--- config.mk ---
export PLATFORM = sky130hd
export DESIGN_NAME = fetch_stage
export DESIGN_NICKNAME = d
export VERILOG_FILES = /design/src/rtl/fetch_stage.sv
export SDC_FILE = /design/constraint.sdc
export NUM_CORES = 1
export LEC_CHECK = 0
export ABC_CLOCK_PERIOD_IN_PS = 2500
export CAP_MARGIN = 40
export CORE_ASPECT_RATIO = 0.7
export CORE_MARGIN = 2
export CORE_UTILIZATION = 41
export CTS_BUF_LIST = sky130_fd_sc_hd__clkbuf_16
export DETAILED_ROUTE_END_ITERATION = 8
export PLACE_DENSITY = 0.77
export SKIP_LAST_GASP = 1
export SYNTH_ARGS = -nofsm -noshare
export SYNTH_HDL_FRONTEND = slang
export SYNTH_SLANG_ARGS = --single-unit
--- constraint.sdc ---
create_clock -name CLK -period 2.5 [get_ports CLK]
set_clock_uncertainty 0.1 [all_clocks]
set_input_delay 0.75 -clock CLK [delete_from_list [all_inputs] [get_ports CLK]]
set_output_delay 0.75 -clock CLK [all_outputs]
set_load 0.01 [all_outputs]
--- src/rtl/fetch_stage.sv ---
// Instruction fetch stage with IF/ID register, request/ready imem handshake and wrong-path drop.
// Optional FETCH_PERF_CNT_EN adds saturating stall/bubble cycle counters.
module fetch_stage #(
   parameter int                     PC_width    = 32,
   parameter int                     Instr_width = 32,
   parameter logic [PC_width-1:0]    RESET_PC    = '0,
   parameter logic [Instr_width-1:0] NOP_INSTR   = '0
) (
   input  logic                   CLK,
   input  logic                   RST,
   input  logic                   StallF,
   input  logic                   StallD,
   input  logic [1:0]             PCSrcD,
   input  logic [PC_width-1:0]    PCBranchD,
   input  logic [PC_width-1:0]    PCJumpD,
   output logic                   ImemReq,
   output logic [PC_width-1:0]    ImemAddr,
   input  logic [Instr_width-1:0] ImemRdata,
   input  logic                   ImemReady,
   output logic [PC_width-1:0]    PCF,
   output logic [Instr_width-1:0] InstrD,
   output logic [PC_width-1:0]    PCPlus4D,
   output logic                   ValidD
`ifdef FETCH_PERF_CNT_EN
   ,
   output logic [31:0]            StallCycles,
   output logic [31:0]            BubbleCycles
`endif
);

   typedef enum logic {S_FETCH, S_DROP} state_t;

   state_t                 state_q, state_d;
   logic [PC_width-1:0]    pc_q, pc_d;
   logic [PC_width-1:0]    pending_q, pending_d;
   logic [Instr_width-1:0] instr_q, instr_d;
   logic [PC_width-1:0]    pcplus4_q, pcplus4_d;
   logic                   valid_q, valid_d;

   logic                   redirect;
   logic                   take;
   logic [PC_width-1:0]    target;
   logic [PC_width-1:0]    pc_plus4;

   assign redirect = (PCSrcD != 2'b00) & ~StallD;
   assign target   = PCSrcD[1] ? PCJumpD : PCBranchD;
   assign pc_plus4 = pc_q + PC_width'(4);
   assign take     = (state_q == S_FETCH) & ImemReady & ~StallF & ~redirect;

   always_comb begin
      state_d   = state_q;
      pc_d      = pc_q;
      pending_d = pending_q;
      instr_d   = instr_q;
      pcplus4_d = pcplus4_q;
      valid_d   = valid_q;

      case (state_q)
         S_FETCH: begin
            // A redirect without a response leaves a stale request outstanding; drain it first.
            if (redirect) begin
               if (ImemReady) begin
                  pc_d = target;
               end else begin
                  pending_d = target;
                  state_d   = S_DROP;
               end
            end else if (take) begin
               pc_d = pc_plus4;
            end
         end
         S_DROP: begin
            if (redirect)
               pending_d = target;
            if (ImemReady) begin
               pc_d    = redirect ? target : pending_q;
               state_d = S_FETCH;
            end
         end
         default: state_d = S_FETCH;
      endcase

      if (!StallD) begin
         if (take) begin
            instr_d   = ImemRdata;
            pcplus4_d = pc_plus4;
            valid_d   = 1'b1;
         end else begin
            instr_d = NOP_INSTR;
            valid_d = 1'b0;
         end
      end
   end

   always_ff @(posedge CLK) begin
      if (RST) begin
         state_q   <= S_FETCH;
         pc_q      <= RESET_PC;
         pending_q <= '0;
         instr_q   <= NOP_INSTR;
         pcplus4_q <= '0;
         valid_q   <= 1'b0;
      end else begin
         state_q   <= state_d;
         pc_q      <= pc_d;
         pending_q <= pending_d;
         instr_q   <= instr_d;
         pcplus4_q <= pcplus4_d;
         valid_q   <= valid_d;
      end
   end

   assign ImemReq  = ~RST;
   assign ImemAddr = pc_q;
   assign PCF      = pc_q;
   assign InstrD   = instr_q;
   assign PCPlus4D = pcplus4_q;
   assign ValidD   = valid_q;

`ifdef FETCH_PERF_CNT_EN
   logic [31:0] stall_cnt_q, stall_cnt_d;
   logic [31:0] bubble_cnt_q, bubble_cnt_d;

   always_comb begin
      stall_cnt_d  = stall_cnt_q;
      bubble_cnt_d = bubble_cnt_q;
      if (~ImemReady && stall_cnt_q != 32'hFFFF_FFFF)
         stall_cnt_d = stall_cnt_q + 32'd1;
      if (~StallD && ~take && bubble_cnt_q != 32'hFFFF_FFFF)
         bubble_cnt_d = bubble_cnt_q + 32'd1;
   end

   always_ff @(posedge CLK) begin
      if (RST) begin
         stall_cnt_q  <= '0;
         bubble_cnt_q <= '0;
      end else begin
         stall_cnt_q  <= stall_cnt_d;
         bubble_cnt_q <= bubble_cnt_d;
      end
   end

   assign StallCycles  = stall_cnt_q;
   assign BubbleCycles = bubble_cnt_q;
`endif

endmodule

* Yosys cells after proc, flatten, opt, wreduce, memory -nomap -nowiden
Index checks and enable logic that the tools add are counted.
** Word-level totals
- Register bits after elaboration :: 130
- Input port bits :: 103
- Output and inout port bits :: 130
- Word-level logic and storage cells :: 40
** Operators by class
- Add/sub/neg operators :: 1
- Equal/unequal tests :: 5
- Multiplexer cells :: 15
- Bitwise operators :: 9
- Reductions and logical operators :: 4
** Operators with widths (number)
- 2-to-1 mux 32 bit :: 9
- one-hot mux 32 bit (2 select lines) :: 2
- adder 32 x 3 -> 32 bit (second input constant) :: 1
- inequality test 2 bit (second input constant) :: 3
- inequality test 3 bit (second input constant) :: 2
- NOT 1 bit :: 5
- bitwise AND 1 bit :: 4
- AND reduction 2 bit :: 2
- 2-to-1 mux 1 bit :: 3
- AND reduction 3 bit :: 1
- one-hot mux 1 bit (2 select lines) :: 1
- nonzero test 2 bit :: 1

* Logic depth before layout (Yosys ltp)
Gate-level depths: netlist of the first run.
- Depth in word-level cells :: 7
- Gate-level depth with buffers :: 8
- Gate-level depth less buffers :: 6

* Worst setup path after synthesis of the first run
No wires, ideal clock.
- Path type :: input -> register
- Start :: input StallD
- End :: register pcplus4_q[23] (netlist: PCPlus4D[23])
- Library setup time :: 0.138 ns
- Arrival :: 2.437 ns
- Required time :: 2.262 ns
- Slack :: -0.174 ns
- Cell stages on the path :: 8
- Path buffers :: 4
- Cells stage by stage :: clkbuf_1 > o21bai_1 > buf_2 > nand2_1 > nor2_1 > clkbuf_1 > buf_1 > a211oi_1
** On the way
- Cells in the longest elaborated chain, start to end :: 5
** Ends and longest elaborated chain
- start, declared :: RTL line 12 : input logic StallD,
- NOT 1 bit (no source line) *
- bitwise AND 1 bit :: RTL line 45 : assign redirect = (PCSrcD != 2'b00) & ~StallD;
- NOT 1 bit :: RTL line 48 : assign take = (state_q == S_FETCH) & ImemReady & ~StallF & ~redirect;
- bitwise AND 1 bit :: RTL line 48
- AND reduction 2 bit (no source line) *
- end signal, assigned :: RTL line 108 : pcplus4_q <= pcplus4_d;
- end, declared :: RTL line 37 : logic [PC_width-1:0] pcplus4_q, pcplus4_d;
Mark *: on every way between the ends. The rest lies on a longest branch, timed or not.
A chain may end at the register's enable or synchronous reset.

* Worst setup path in the final report of the first run
- Start :: register pc_q[17] (netlist: ImemAddr[17])
- End :: output PCF[17]
** RTL lines
- start, declared :: RTL line 34 : logic [PC_width-1:0] pc_q, pc_d;
- start signal, assigned :: RTL line 105 : pc_q <= pc_d;
- end, declared :: RTL line 20 : output logic [PC_width-1:0] PCF,
No word-level cell between the ends.

==> impl_summary.txt, run 1 <==
----------------------------------------------------
[GRT]
  GRT Total Usage ... 25.00%
  First-pass GRT wire length ... 32840 um
  Largest net degree at the start of global routing ... 127
  Number of global-route vias before repair ... 6067
  Initial antenna violation count ... 0
  Global route total overflow ... 0

[Finish]
  Area growth from synthesis to layout ... 51.72%
  Non-filler cells in the finished layout ... 1217
  FF/Latch Area ... 2604 um^2
  Commonest cells after routing, fill and taps aside ... 230 x clkdlybuf4s50_1, 129 x dfxtp_1, 119 x nor2_1
  Fill cell total of the finished layout ... 1276
  Multi-input gate area ... 3324 um^2
  Number of diodes ... 0
  Leading cell type in the layout, fill and taps excluded ... clkdlybuf4s50_1
  Total Nets Final ... 1108
  Fraction of final layout cells sized beyond drive strength 1 ... 12.29%

[STA]
  Time the worst path needs with I/O delays and setup ... 2467 ps
  Summed negative setup slack over all endpoints ... 0 ps
  Total of endpoints with negative setup slack in the final report ... 0
  Unrepaired setup endpoints after global routing ... false
  Final number of max-transition violations ... 0
  Relative slew slack ... 57.35%
  Worst slew pin tran ... 633.0 ps
  Period utilisation layout ... 98.68%
  Highest Clock Rate ... 405.3 MHz
  Number of hold violations in the final report ... 0

[Critical path]
  CP top delay family ... buffers and inverters
  Critical path depth ... 1
  Element type at the critical path start ... flop
  Count of cells along the worst register-to-register path ... 6
  Worst path bufs/invs ... 1
  Kind of end point of the critical path ... output port
  Endpoint of the lowest-slack register-to-register path ... PCPlus4D[20]
  Crit path to ... PCF[17]
  CP startpoint ... ImemAddr[17]
  Largest driver fanout on the critical path ... 9
  Worst path cell trace ... clkdlybuf4s50_1
  Startpoint of the lowest-slack register-to-register path ... ImemAddr[2]
  Reg2Reg Setup Slack ... 150 ps
  Required arrival time at the worst endpoint ... 1650 ps
  CP max stage delay ... 630 ps
  Arrival time of data at the critical path endpoint ... 1620 ps
  Cell with the largest stage delay on the worst path ... clkdlybuf4s50_1
  Crit Path Class ... reg -> out

[Placed design]
  IO Port Bufs ... 232
  HPWL reported at the end of detailed placement ... 15850 um
  Gp weighted congestion ... 0.9485
  Placed Instances ... 1185

[CTS]
  Library cell used as clock root buffer ... clkbuf_16
  Total clock sinks ... 130
  Insertion delay of the later-clocked pin in the worst-skew pair ... 410 ps
  Clock edge transition at the registers on the reported setup and hold paths ... 60 ps
  Clock tree from TritonCTS ... yes
  CTS buffer count ... 17
  Buffer count from post-CTS setup fixing ... 0
  Maximum buffer depth of the clock tree ... 2
  H-Tree Depth ... 4

[Die]
  Die outline height ... 109.0 um
  Die span in x ... 154.0 um
  I/O pin cnt ... 233
  Row cnt ... 38
  Area enclosed by the die boundary ... 16780 um^2
  Core footprint ... 15450 um^2
  Starting Density ... 41.78%

[Pwr]
  Pwr Total ... 5.791 mW
  Leakage ... 3.488 nW
  Largest voltage drop on the vdd net ... 373.9 uV
  Pwr/cell area ... 591.1 nW/um^2

[Synth]
  Number of flops mapped to enable cells by yosys ... 0
  Most frequently used flop master after synthesis ... dfxtp_1
  Mean instance size in the synthesized netlist ... 8.277 um^2
  Warnings, synthesis ... 0
  Synth Register Bits ... 130
  Share of the yosys chip area belonging to registers ... 40.31%
  Synth Net Count ... 884
  Cell area after synthesis ... 6456 um^2
  Count of different cell masters after synthesis ... 50
  Number of instances in the synthesized netlist ... 780
  Share of synthesized registers carrying an async set or reset ... 0%

[Drt]
  DRT Wirelength ... 21310 um
  Remaining antenna violation count after routing ... 0
  Routed wirelength normalized by instance count ... 17.51 um
  Vias per inst ... 5.537
  First-pass DRT Iterations ... 5
  Vias ... 6739
  DR iter-0 viols ... 721
  Total DRC errors in the routed layout ... 0

[Status]
  Run status ... finished, final reports clean

[Worst hold path]
  Hold Path Class ... reg -> reg

[Flow run]
  Max capacitance violation total ... 0

----------------------------------------------------
-- final cells by class --
cell class	instances	area share, %
inverter	10	0.3832
timing repair buffer	310	30.63
clock inverter	15	1.571
clock buffer	17	4.343
tap	200	2.555
sequential	130	26.58
multi-input combinational	535	33.94
-- how the worst min path moves through the flow --
stage                      from          end  slack, ps  cells after the start
global placement    PCPlus4D[0]  PCPlus4D[0]        350                      2
finish              PCPlus4D[0]  PCPlus4D[0]        360                      2
detailed placement  PCPlus4D[0]  PCPlus4D[0]        350                      2
floorplan           ImemAddr[0]  PCPlus4D[0]        360                      2
CTS                 PCPlus4D[0]  PCPlus4D[0]        360                      2
global route        PCPlus4D[3]  PCPlus4D[3]        380                      2
-- tightest hold or removal path, stage by stage (launching register included) --
cell and delay (ps):
dfxtp_1 310, nand2_1 50, a21oi_1 50
-- stage by stage --
stage	setup slack (ps)	utilization (%)	area [um^2]	hold slack (ps)
5_1_grt	5.737	63.39	9796	376.7
2_1_floorplan	11.08	-	6469	358.8
6_report	32.92	63.39	9796	356.3
3_5_place_dp	-262.7	59.62	9213	348.3
4_1_cts	38.49	63.37	9792	356.4
3_3_place_gp	-224.1	59.62	9213	352.2
-- Yosys cell counts, drive strengths merged, types with 4 or more instances --
| library cell | instances | area [um^2] |
|---|---|---|
| a21oi | 29 | 145.1 |
| clkbuf | 55 | 206.5 |
| nand3 | 36 | 202.7 |
| o21ai | 30 | 150.1 |
| inv | 10 | 37.54 |
| and3 | 5 | 36.28 |
| a211oi | 55 | 412.9 |
| or4 | 8 | 63.81 |
| dfxtp | 130 | 2603 |
| a22oi | 33 | 247.7 |
| o31a | 4 | 35.03 |
| o211ai | 11 | 82.58 |
| a31oi | 14 | 87.58 |
| buf | 50 | 324.1 |
| nor4 | 14 | 93.84 |
| mux2i | 38 | 380.4 |
| o32ai | 6 | 52.55 |
| xnor2 | 17 | 148.9 |
| nand4 | 15 | 93.84 |
| nor2 | 121 | 454.2 |
| nor3 | 9 | 45.04 |
| nand2 | 44 | 165.2 |
| xor2 | 11 | 96.34 |
-- state kept, by name, summed over array words and instances, names as in the netlist --
| register | count |
|---|---|
| InstrD | 32 |
| PCPlus4D | 32 |
| state_q | 1 |
| ImemAddr | 32 |
| ValidD | 1 |
| pending_q | 32 |
-- where the power goes --
group | leakage [nW] | switching (mW) | internal [mW]
Clock | 0.303 | 0.920 | 1.54
Sequential | 1.06 | 0.0923 | 2.18
Combinational | 2.13 | 0.501 | 0.559
-- metal layers --
| metal | track usage (%) | routed length (um) | vias to the layer above |
|---|---|---|---|
| met5 | 0 | 0 | - |
| met4 | 8.011 | 359 | 0 |
| met3 | 6.518 | 2096 | 35 |
| met2 | 35.04 | 8914 | 343 |
| met1 | 37.03 | 9941 | 3094 |
| li1 | - | - | 3267 |
-- cell families after synthesis --
group | after synthesis | synth area share [%]
AOI/OAI and AO/OA | 201 | 21.26
xor gates and xnor gates | 28 | 3.798
adders and majority gates | 1 | 0.1938
buffers and inverters | 115 | 8.798
DFF | 130 | 40.31
muxes | 41 | 6.415
and+or+nand+nor | 264 | 19.22
-- timing repair --
item,CTS,global route
gates resized for setup,0,2
endpoints found under the setup margin,0,2
hold buffers,0,0
Note: power is estimated with default switching activity, not from simulation.
==> run 2: changes to the inputs <==
Settings changed: CORE_MARGIN 2 to unset.
==> run 2 against run 1 <==
The flow now finishes with violations (DRC). Non-clock buffer count up 7. Design area is 0.22% lower. Count of clock-buffer cells in the layout unchanged. Worst hold slack improved by 6.3 ps. Utilization up 1.6 points. Combinational power hardly changed. Flip-flop and latch count did not move. Global-route usage rose by 1.0 points. Critical path type unchanged. Critical endpoint is now ImemAddr[15]. Largest power group unchanged.
==> impl_summary.txt, run 2 (synthesis gave the netlist of run 1 again) <==
----------------------------------------------------
[Status]
  Run status ... complete, but fails checks
  Violations in the final reports ... DRC

[CTS]
  Maximum buffer depth of the clock tree ... 2
  CTS buffer count ... 17
  Clock tree from TritonCTS ... yes
  Buffer count from post-CTS setup fixing ... 0
  Insertion delay of the later-clocked pin in the worst-skew pair ... 420 ps
  Total clock sinks ... 130
  H-Tree Depth ... 4
  Clock edge transition at the registers on the reported setup and hold paths ... 60 ps
  Library cell used as clock root buffer ... clkbuf_16

[Placed design]
  IO Port Bufs ... 232
  Gp weighted congestion ... 0.9198
  Pre-CTS setup slack ... -352.8 ps
  HPWL reported at the end of detailed placement ... 15630 um

[Drt]
  First-pass DRT Iterations ... 8
  Vias ... 6784
  Total DRC errors in the routed layout ... 27
  Routed wirelength normalized by instance count ... 17.32 um
  DRT Wirelength ... 21110 um
  Remaining antenna violation count after routing ... 0
  Vias per inst ... 5.565
  DR iter-0 viols ... 764

[Die]
  Area enclosed by the die boundary ... 16260 um^2
  Die span in x ... 152.0 um
  I/O pin cnt ... 233
  Row cnt ... 37
  Core footprint ... 15050 um^2
  Starting Density ... 42.91%
  Die outline height ... 107.0 um

[GRT]
  Global route total overflow ... 0
  Largest net degree at the start of global routing ... 127
  First-pass GRT wire length ... 32980 um
  Number of global-route vias before repair ... 6160
  GRT Total Usage ... 26.02%
  Initial antenna violation count ... 0

[Critical path]
  Largest driver fanout on the critical path ... 7
  Element type at the critical path start ... flop
  Kind of end point of the critical path ... output port
  Arrival time of data at the critical path endpoint ... 1560 ps
  Required arrival time at the worst endpoint ... 1650 ps
  Crit Path Class ... reg -> out
  Reg2Reg Setup Slack ... 160 ps

[STA]
  Final number of max-transition violations ... 0
  Min setup slack post-route ... 88.96 ps
  Summed negative setup slack over all endpoints ... 0 ps
  Worst slew pin tran ... 598.8 ps
  Period utilisation layout ... 96.44%
  Number of hold violations in the final report ... 0
  Relative slew slack ... 60.08%
  Min Hold Slack ... 362.6 ps
  Highest Clock Rate ... 414.8 MHz
  Unrepaired setup endpoints after global routing ... false
  Time the worst path needs with I/O delays and setup ... 2411 ps
  Total of endpoints with negative setup slack in the final report ... 0

[Pwr]
  Pwr Total ... 5.691 mW
  Largest voltage drop on the vdd net ... 345.3 uV
  Pwr/cell area ... 582.2 nW/um^2
  Leakage ... 3.485 nW

[Worst hold path]
  Hold Path Class ... reg -> reg

[Finish]
  Area growth from synthesis to layout ... 51.40%
  Leading cell type in the layout, fill and taps excluded ... clkdlybuf4s50_1
  Commonest cells after routing, fill and taps aside ... 229 x clkdlybuf4s50_1, 128 x dfxtp_1, 120 x nor2_1
  Share of the core filled with cells ... 64.96%
  Fill cell total of the finished layout ... 1250
  Number of diodes ... 0
  Total Nets Final ... 1115
  Fraction of final layout cells sized beyond drive strength 1 ... 13.28%

[Flow run]
  Max capacitance violation total ... 0

----------------------------------------------------
-- run 2: cell types whose count changed in the layout (fill, tap and decap cells not counted), moves of 3 or more --
cell        before  now
buf_4           71   82
inv_1           15   10
buf_12           8    4
clkinvlp_4       1    4
inv_6            0    3
-- run 2: area by class of cell --
class / instances / area [um^2] / area share [%]
inverter: 10 / 37.54 / 0.3840
clock buffer: 17 / 425.4 / 4.352
tap: 195 / 244.0 / 2.496
timing repair buffer: 317 / 3005 / 30.75
sequential: 130 / 2605 / 26.65
clock inverter: 15 / 135.1 / 1.382
multi-input combinational: 535 / 3322 / 33.99
-- run 2: per-stage QoR --
step	instances	area [um^2]
floorplan	780	6469
global placement	1187	9209
detailed placement	1187	9209
CTS	1219	9769
global route	1219	9774
finish	1219	9774
-- run 2: what timing repair did --
item / CTS / global route
setup endpoints to repair: 0 / 10
hold buffers: 0 / 0
resized for setup: 0 / 3
-- run 2: metal layers --
metal	GRT usage (%)	share of wire, %	vias up
met4	8.309	1.9	0
met3	7.195	9.7	31
met5	0	0	-
li1	-	-	3263
met2	37.30	42	360
met1	37.35	47	3130
-- run 2: path summary, 6_finish.rpt --
| path | from | endpoint | depth (start not counted) |
|---|---|---|---|
| setup / recovery | ImemAddr[15] | ImemAddr[15] | 2 |
| hold reg to reg | PCPlus4D[0] | PCPlus4D[0] | 2 |
| setup reg to reg | ImemAddr[3] | ImemAddr[25] | 6 |
| hold / removal | PCPlus4D[0] | PCPlus4D[0] | 2 |
-- run 2: worst max-delay path: stages, from the launching register on --
cell and delay (ps):
dfxtp_1 430, buf_4 180, clkdlybuf4s50_1 540
-- run 2: where the power goes --
group	switching, mW	internal [mW]
clock	0.986	1.37
sequential	0.0919	2.18
combinational	0.504	0.561
total	1.58	4.11
==> variant: new RTL, settings of run 2 <==
Change the parameter `Instr_width` from 32 to 48.
--- a/src/rtl/fetch_stage.sv
+++ b/src/rtl/fetch_stage.sv
@@ -3,5 +3,5 @@
 module fetch_stage #(
    parameter int                     PC_width    = 32,
-   parameter int                     Instr_width = 32,
+   parameter int                     Instr_width = 48,
    parameter logic [PC_width-1:0]    RESET_PC    = '0,
    parameter logic [Instr_width-1:0] NOP_INSTR   = '0
Ports: changed (resized ImemRdata and InstrD); port bits go from 233 to 265. No check against the original RTL was run, so the function may have changed too.
==> variant against run 2 <==
  * Critical path depth down 1
  * Setup slack got worse by 0.014 ns
  * Final area increased by 7.5%
  * Sequential cell count rose by 16
  * Routed wire length is 6.7% higher
  * Synthesized area grew 7.9%
  * Cell count increased by 4.6%
  * Power increased by 9.9%
==> variant: results (changes against run 2) <==
[clock_tree]
htreeDepth=4  ; unchanged

[sta]
worstMarginPinSlew_ns=0.5541  ; was 0.5988 ns
fin_ws_ns=0.07479  ; was 0.08896 ns

[detailed_routing]
drt-pass1-iter-count=5  ; was 8
wl_per_cell_um=17.67  ; was 17.32 um
vias_per_cell=5.528  ; was 5.565
drt_iter0_markers=543  ; was 764

[setup_path]
r2r_slack_ns=0.14  ; was 0.16 ns
cp_slowest_stage_delay_ns=0.62  ; was 0.54 ns
rr_endpoint=ImemAddr[28]  ; was ImemAddr[25]

[synth]
synth.distinct_cells=59  ; was 50
syn-num-nets=923  ; was 884

[global_routing]
grt_pass1_vias=6779  ; was 6,160
grt.total_usage_pct=26.19  ; was 26.02%
grt_first_pass_wirelength_um=35690  ; was 32,980 um
grt_start_max_net_pins=115  ; was 127

[worst_hold_path]
hold_start=PCPlus4D[16]  ; was PCPlus4D[0]
hold_end=PCPlus4D[16]  ; was PCPlus4D[0]

[power_and_ir_drop]
peakVddDrop_mv=0.3644  ; was 0.3453 mV
cellLeakagePower_nw=3.766  ; was 3.485 nW

[finish]
nets=1157  ; was 1,115
drive_above_1_share_pct=11.71  ; was 13.28%

[placed_design]
io_buffers=264  ; was 232
place_area_um2=9857  ; was 9209 um^2
dp_hpwl_um=16290  ; was 15,630 um

[outcome]
status=finished, final reports clean  ; was finished with violations

-- variant: cell count changes after synthesis, moves of 9 or more --
cell,change
a211oi_1,-15
a21oi_1,+18
a22oi_1,+19
a31oi_1,-9
buf_2,+12
clkbuf_1,-14
dfxtp_1,+16
nand2_1,-10
nor4_1,-9
o21ai_0,+16
-- variant: how the worst max path moves through the flow --
stage,startpoint,to,depth (start not counted)
finish,ImemAddr[8],ImemAddr[8],1
global route,ImemAddr[3],ImemAddr[28],6
CTS,ImemAddr[21],ImemAddr[21],1
detailed placement,PCSrcD[0],ImemAddr[31],6
global placement,PCSrcD[0],ImemAddr[27],6
floorplan,PCSrcD[1],ImemAddr[6],8
-- variant: cell families (layout without fill, tap and decap cells) --
family / after synthesis / in the layout / share of synthesized area (%)
buffers and inverters: 112 / 359 / 8.905
and+or+nand+nor: 244 / 244 / 17.49
adders and majority gates: 1 / 1 / 0.1795
xor gates and xnor gates: 25 / 25 / 3.142
DFF: 146 / 146 / 41.94
muxes: 34 / 34 / 4.919
AOI/OAI and AO/OA: 241 / 241 / 23.43
-- variant: per-stage QoR --
stage | instances | hold WS (ns)
global placement | 1243 | 0.3440
CTS | 1275 | 0.3601
global route | 1275 | 0.3871
finish | 1275 | 0.3578
detailed placement | 1243 | 0.3428
floorplan | 803 | 0.3583
-- variant: repair_timing --
action	CTS	global route
resized for setup	5	7
endpoints found under the setup margin	9	12
hold endpoints to repair	0	0
-- variant: layer usage --
layer	up-vias	global-route usage (%)	part of all wire, %
met5	-	0	0
met4	0	9.644	2.1
met3	34	6.294	7.8
met2	299	41.20	46
met1	3349	34.51	44
li1	3366	-	-
-- variant: final cells by class --
cell class	instances	area (um^2)
sequential	146	2937
clock inverter	15	206.4
inverter	8	30.03
multi-input combinational	545	3448
tap	225	281.5
timing repair buffer	319	3181
clock buffer	17	425.4
fill	1415	5936
-- variant: power breakdown --
group / internal [mW] / total, mW / switching [mW]
sequential: 2.42 / 2.54 / 0.115
clock: 1.68 / 2.74 / 1.05
combinational: 0.531 / 0.979 / 0.448
total: 4.64 / 6.25 / 1.62
